`src/rtl/dmem_arb_pkg.sv`:
```
// Shared definitions for the data-memory arbiter: master indices and response record.
package dmem_arb_pkg;

  localparam int unsigned MST_C   = 0;
  localparam int unsigned MST_D   = 1;
  localparam int unsigned NUM_MST = 2;

  typedef enum logic {
    OWN_C = 1'b0,
    OWN_D = 1'b1
  } owner_e;

  typedef struct packed {
    logic   valid;
    owner_e owner;
    logic   we;
    logic   err;
  } rsp_t;

endpackage

```
`src/rtl/dmem_arb_prio.sv`:
```
// Grant decision for the core (C) and debug (D) masters with a starvation
// counter that forces a debug grant after STARVE_LIMIT consecutive waits.
module dmem_arb_prio
  import dmem_arb_pkg::*;
#(
  parameter int unsigned STARVE_LIMIT = 4
) (
  input  logic clk,
  input  logic rst,
  input  logic c_req,
  input  logic d_req,
  output logic c_gnt,
  output logic d_gnt
);

  localparam int unsigned      CW    = $clog2(STARVE_LIMIT + 1);
  localparam logic [CW-1:0]    LIMIT = CW'(STARVE_LIMIT);

  logic [CW-1:0]      starve_cnt_q, starve_cnt_d;
  logic               forced;
  logic [NUM_MST-1:0] gnt;

  // Priority C > D unless D has waited STARVE_LIMIT cycles; no grant while in reset.
  always_comb begin
    gnt    = '0;
    forced = (starve_cnt_q == LIMIT);
    if (!rst) begin
      if (d_req && (forced || !c_req)) begin
        gnt[MST_D] = 1'b1;
      end else if (c_req) begin
        gnt[MST_C] = 1'b1;
      end
    end
  end

  // Count consecutive waiting cycles of D, saturating at the limit.
  always_comb begin
    starve_cnt_d = '0;
    if (d_req && !gnt[MST_D]) begin
      starve_cnt_d = forced ? starve_cnt_q : starve_cnt_q + 1'b1;
    end
  end

  // Starvation counter register.
  always_ff @(posedge clk or posedge rst) begin
    if (rst) begin
      starve_cnt_q <= '0;
    end else begin
      starve_cnt_q <= starve_cnt_d;
    end
  end

  assign c_gnt = gnt[MST_C];
  assign d_gnt = gnt[MST_D];

endmodule

```
`src/rtl/dmem_arbiter.sv`:
```
// Two-master arbiter in front of the single-port data RAM: range check,
// RAM request mux and one-cycle response routing back to the winner.
module dmem_arbiter
  import dmem_arb_pkg::*;
#(
  parameter int unsigned ADDR_W       = 32,
  parameter int unsigned MEM_BYTES    = 16384,
  parameter int unsigned STARVE_LIMIT = 4
) (
  input  logic                             clk,
  input  logic                             rst,
  input  logic                             c_req,
  input  logic                             c_we,
  input  logic [3:0]                       c_be,
  input  logic [ADDR_W-1:0]                c_addr,
  input  logic [31:0]                      c_wdata,
  output logic                             c_gnt,
  output logic                             c_rvalid,
  output logic [31:0]                      c_rdata,
  output logic                             c_err,
  input  logic                             d_req,
  input  logic                             d_we,
  input  logic [3:0]                       d_be,
  input  logic [ADDR_W-1:0]                d_addr,
  input  logic [31:0]                      d_wdata,
  output logic                             d_gnt,
  output logic                             d_rvalid,
  output logic [31:0]                      d_rdata,
  output logic                             d_err,
  output logic                             ram_en,
  output logic                             ram_we,
  output logic [3:0]                       ram_be,
  output logic [$clog2(MEM_BYTES)-3:0]     ram_addr,
  output logic [31:0]                      ram_wdata,
  input  logic [31:0]                      ram_rdata
);

  localparam int unsigned       AW      = $clog2(MEM_BYTES);
  localparam logic [ADDR_W:0]   MEM_LIM = (ADDR_W + 1)'(MEM_BYTES);

  logic c_in_range, d_in_range;
  logic win_ok;
  rsp_t rsp_q, rsp_d;

  dmem_arb_prio #(
    .STARVE_LIMIT(STARVE_LIMIT)
  ) u_prio (
    .clk  (clk),
    .rst  (rst),
    .c_req(c_req),
    .d_req(d_req),
    .c_gnt(c_gnt),
    .d_gnt(d_gnt)
  );

  // Per-port range check; full address compared so wide addresses wrap to error, not alias.
  always_comb begin
    c_in_range = ({1'b0, c_addr} < MEM_LIM);
    d_in_range = ({1'b0, d_addr} < MEM_LIM);
  end

  // Steer the winner onto the RAM bus; out-of-range grants leave the bus idle.
  always_comb begin
    ram_en    = 1'b0;
    ram_we    = 1'b0;
    ram_be    = '0;
    ram_addr  = '0;
    ram_wdata = '0;
    win_ok    = 1'b0;
    rsp_d     = '0;
    if (d_gnt) begin
      win_ok = d_in_range;
      rsp_d  = '{valid: 1'b1, owner: OWN_D, we: d_we, err: !d_in_range};
      if (d_in_range) begin
        ram_en    = 1'b1;
        ram_we    = d_we;
        ram_be    = d_be;
        ram_addr  = d_addr[AW-1:2];
        ram_wdata = d_wdata;
      end
    end else if (c_gnt) begin
      win_ok = c_in_range;
      rsp_d  = '{valid: 1'b1, owner: OWN_C, we: c_we, err: !c_in_range};
      if (c_in_range) begin
        ram_en    = 1'b1;
        ram_we    = c_we;
        ram_be    = c_be;
        ram_addr  = c_addr[AW-1:2];
        ram_wdata = c_wdata;
      end
    end
    if (!win_ok) begin
      ram_en = 1'b0;
    end
  end

  // Response tracker; reset drops any pending response.
  always_ff @(posedge clk or posedge rst) begin
    if (rst) begin
      rsp_q <= '0;
    end else begin
      rsp_q <= rsp_d;
    end
  end

  // Route the response to its owner; data only for successful loads.
  always_comb begin
    c_rvalid = rsp_q.valid && (rsp_q.owner == OWN_C);
    d_rvalid = rsp_q.valid && (rsp_q.owner == OWN_D);
    c_err    = c_rvalid && rsp_q.err;
    d_err    = d_rvalid && rsp_q.err;
    c_rdata  = (c_rvalid && !rsp_q.we && !rsp_q.err) ? ram_rdata : '0;
    d_rdata  = (d_rvalid && !rsp_q.we && !rsp_q.err) ? ram_rdata : '0;
  end

endmodule

```
`config.mk`:
```
export PLATFORM = sky130hd
export DESIGN_NAME = dmem_arbiter
export DESIGN_NICKNAME = d
export VERILOG_FILES = /design/src/rtl/dmem_arb_pkg.sv /design/src/rtl/dmem_arb_prio.sv /design/src/rtl/dmem_arbiter.sv
export SDC_FILE = /design/constraint.sdc
export NUM_CORES = 1
export LEC_CHECK = 0
export CORE_AREA = 2 2 115 117
export DETAILED_ROUTE_END_ITERATION = 12
export DIE_AREA = 0 0 117 119
export SLEW_MARGIN = 20
export SYNTH_ARGS = -nofsm -noshare
export SYNTH_HDL_FRONTEND = slang
export SYNTH_SLANG_ARGS = --single-unit
```
`constraint.sdc`:
```
create_clock -name clk -period 6.8 [get_ports clk]
set_input_delay 1.36 -clock clk [delete_from_list [all_inputs] [get_ports clk]]
set_output_delay 1.36 -clock clk [all_outputs]
set_load 0.02 [all_outputs]
```
==> impl_metrics.ini <==
[synth]
seq_area_frac_synth = 0.126
synth_enable_flop_cells = 0
syn_area_per_cell_um2 = 7.42
ys_seq_elements = 7
synth.area.top_cells = and2_1 30%, a22o_1 28%, dfrtp_1 13%
yosys.area.top_type = and2_1
synthDistinctLibCells = 25
synth.cells.most_frequent = 67 x and2_1, 45 x a22o_1, 9 x clkbuf_1, 8 x nor4_1
synth_top_area_share = 0.302
syn-num-nets = 363
synthesis.instances = 187
yosys_warnings = 0
post_synthesis_cell_area_um2 = 1390
asyncSetResetFlopFracSynth = 1.00
most_common_cell_in_the_synthesized_netlist = and2_1
ys_dominant_reg_cell = dfrtp_1

[die]
ioPinCount = 294
core_region_area_um2 = 12900
std_cell_rows = 42
die_w_um = 117
fp.dieH_um = 119
start_util = 0.108
die_area_um2 = 13900

[critical_path]
reg2reg_slack_ns = 5.08
crit_path_slowest_cell = nor3_4
arrival_ns = 4.12
cp-startpoint = d_req
cp.required_ns = 5.44
cp_top_family = buffers and inverters
path_depth = 7
worst_flop_to_flop_path_startpoint = u_prio.starve_cnt_q[0]$_DFFE_PP0P_
critPathCaptureType = output port
cpMostUsedCell = clkdlybuf4s50_1
worst_setup_path_start_kind = primary input
worst_r2r_endpoint = rsp_q[1]$_DFF_PP0_
worst_reg2reg_path_depth = 7
timing.setup.critical_path_class = primary input to output port
crit_path_end = ram_addr[6]
critical_path.cell_chain = clkdlybuf4s50_1 > inv_1 > a211o_2 > nor3_4 > buf_12 > a22o_1 > clkdlybuf4s50_1
timing.critical_path.buf_inv = 4
path_max_fanout = 29
critical_path.max_stage_delay_ns = 0.73

[power_and_ir_drop]
power_per_cell_area_nw_per_um2 = 70.0
internal-power_uw = 241
power.static_leakage_nw = 1.72
max-vdd-ir-drop_mv = 0.0566
netSwitchingPower_uw = 77.8
seq_pwr_share = 0.152
combPwrFrac = 0.539
fraction_of_power_spent_switching_nets = 0.244
pwr-share-clk = 0.309

[clocking]
cts_buffer_depth = 2
cts.clk_slew.worst_paths_ns = 0.04
post_cts_buffers = 0
worstSkewPairLatency_ns = 0.23
cts-buffers-inserted = 3
root_buffer = clkbuf_16
postCtsResizedCells = 0
clock_tree_from_tritoncts = yes
cts_htree_levels = 1
cts_hold_repair.buffers = 0
tritoncts_num_sinks = 7

[hold_path]
timing.hold.worst.class = register to register

[routing]
detailroute.via_count = 2523
drt.antenna.violating_nets = 0
count_of_routing_violations_after_the_opening_detailed_route_iteration = 59
wl_per_cell_um = 13.5
first_pass_iters = 4
route.detailed.vias_per_inst = 3.92
drt_drc_violations_left = 0
routed_wirelength_mm = 8.71

[final_layout]
drive_above_1_share = 0.0278
flow.area_growth_from_synthesis_pct = 228
fin_area_um2 = 4560
antenna_cells_inserted = 0
final_cell_count_no_fill = 644
design.final.nets = 645

[grt]
first_global_vias = 2580
globalRouteOverflowTotal = 0
antenna_found_initial = 0
grt_max_degree = 50
grt_first_pass_wirelength_mm = 12.4
grtUsageTotal = 0.111

[timing]
worst_clock_skew_ns = 0.00165
report.final.slew_viol_count = 0
worst_slew_margin_rel = 0.449
post-route-period-util = 0.805
setup-violations-final = 0
timing.final.crit_period_ns = 5.48
timing.final.hold_violations = 0
slew_worst_pin_ns = 0.824
final_setup_tns_ns = 0
layout_setup_ws_ns = 1.32
rsz_0062_raised_after_global_routing = false
fmaxAchievable_mhz = 183

[status]
run_status = finished clean

[placed_design]
gp_congestion = 0.710
place_worst_setup_slack_ns = 1.31
dpl_cell_area_um2 = 4480
dp_cells = 640
port_buffer_count = 289
dp_hpwl_mm = 7.87

[job]
timing.max_cap.violations = 0
-- power groups by stage --
stage	logic, mW	registers [mW]	clock network [mW]
6_report	0.172	0.0484	0.0986
5_1_grt	0.183	0.0491	0.104
2_1_floorplan	0.0407	0.0479	0
3_3_place_gp	0.171	0.0486	0
3_5_place_dp	0.173	0.0489	0
4_1_cts	0.174	0.0485	0.0991
-- how the worst min path moves through the flow --
stage,from,endpoint,cells past startpoint
5_1_grt,u_prio.starve_cnt_q[1]$_DFFE_PP0P_,u_prio.starve_cnt_q[1]$_DFFE_PP0P_,2
4_1_cts,u_prio.starve_cnt_q[1]$_DFFE_PP0P_,u_prio.starve_cnt_q[1]$_DFFE_PP0P_,2
3_3_place_gp,u_prio.starve_cnt_q[1]$_DFFE_PP0P_,u_prio.starve_cnt_q[1]$_DFFE_PP0P_,2
3_5_place_dp,u_prio.starve_cnt_q[1]$_DFFE_PP0P_,u_prio.starve_cnt_q[1]$_DFFE_PP0P_,2
2_1_floorplan,u_prio.starve_cnt_q[1]$_DFFE_PP0P_,u_prio.starve_cnt_q[1]$_DFFE_PP0P_,2
6_report,u_prio.starve_cnt_q[1]$_DFFE_PP0P_,u_prio.starve_cnt_q[1]$_DFFE_PP0P_,2
-- layout make-up --
type,instances,area (um^2)
sequential,7,175
fill,1354,8320
timing repair buffer,293,2940
inverter,6,22.5
tap,176,220
clock buffer,4,78.8
multi-input combinational,158,1120
-- state kept, by name, indices dropped and copies added, names as in the netlist --
name                 count
rsp_q                    4
u_prio.starve_cnt_q      3
-- tightest hold or removal path, stage by stage, from the launching register on --
cell	delay (ns)
dfrtp_1	0.39
nand3_1	0.08
a21oi_1	0.06
-- per-layer routing --
metal  track usage  up-vias  share of wire
met5             0        -              0
met4        0.0199        0         0.0085
met3        0.0254        7           0.12
met2         0.230      187           0.53
met1         0.109     1087           0.34
li1              -     1242              -
-- placed cells by master (no fill, tap or decap) --
cell,count
clkdlybuf4s50_1,289
and2_1,67
a22o_1,45
nor4_1,8
nand2_1,7
nor2_1,7
dfrtp_1,7
inv_1,6
nand3_1,5
a32o_1,4
clkbuf_16,3
buf_4,3
nor3_4,2
nor3b_2,2
ha_1,2
a211o_2,1
a21oi_1,1
a21o_1,1
o22ai_1,1
nor2b_1,1
or2_2,1
and3_1,1
nor3_1,1
xnor2_1,1
clkbuf_1,1
buf_12,1
-- cell families (layout without fill, tap and decap cells) --
| group | count (synthesis) | after routing | share of synthesized area |
|---|---|---|---|
| and+or+nand+nor | 102 | 102 | 0.441 |
| AOI/OAI and AO/OA | 53 | 53 | 0.334 |
| buffers and inverters | 22 | 303 | 0.0748 |
| DFF | 7 | 7 | 0.126 |
| adders and majority gates | 2 | 2 | 0.0180 |
| xor gates and xnor gates | 1 | 1 | 0.00631 |
-- stage by stage --
stage               hold slack [ns]   util  power (mW)
floorplan                     0.529      -      0.0886
global placement              0.544  0.348       0.219
detailed placement            0.560  0.348       0.222
CTS                           0.583  0.354       0.321
global route                  0.604  0.354       0.336
finish                        0.576  0.354       0.319
No activity file was read; power rests on OpenSTA's default activity.
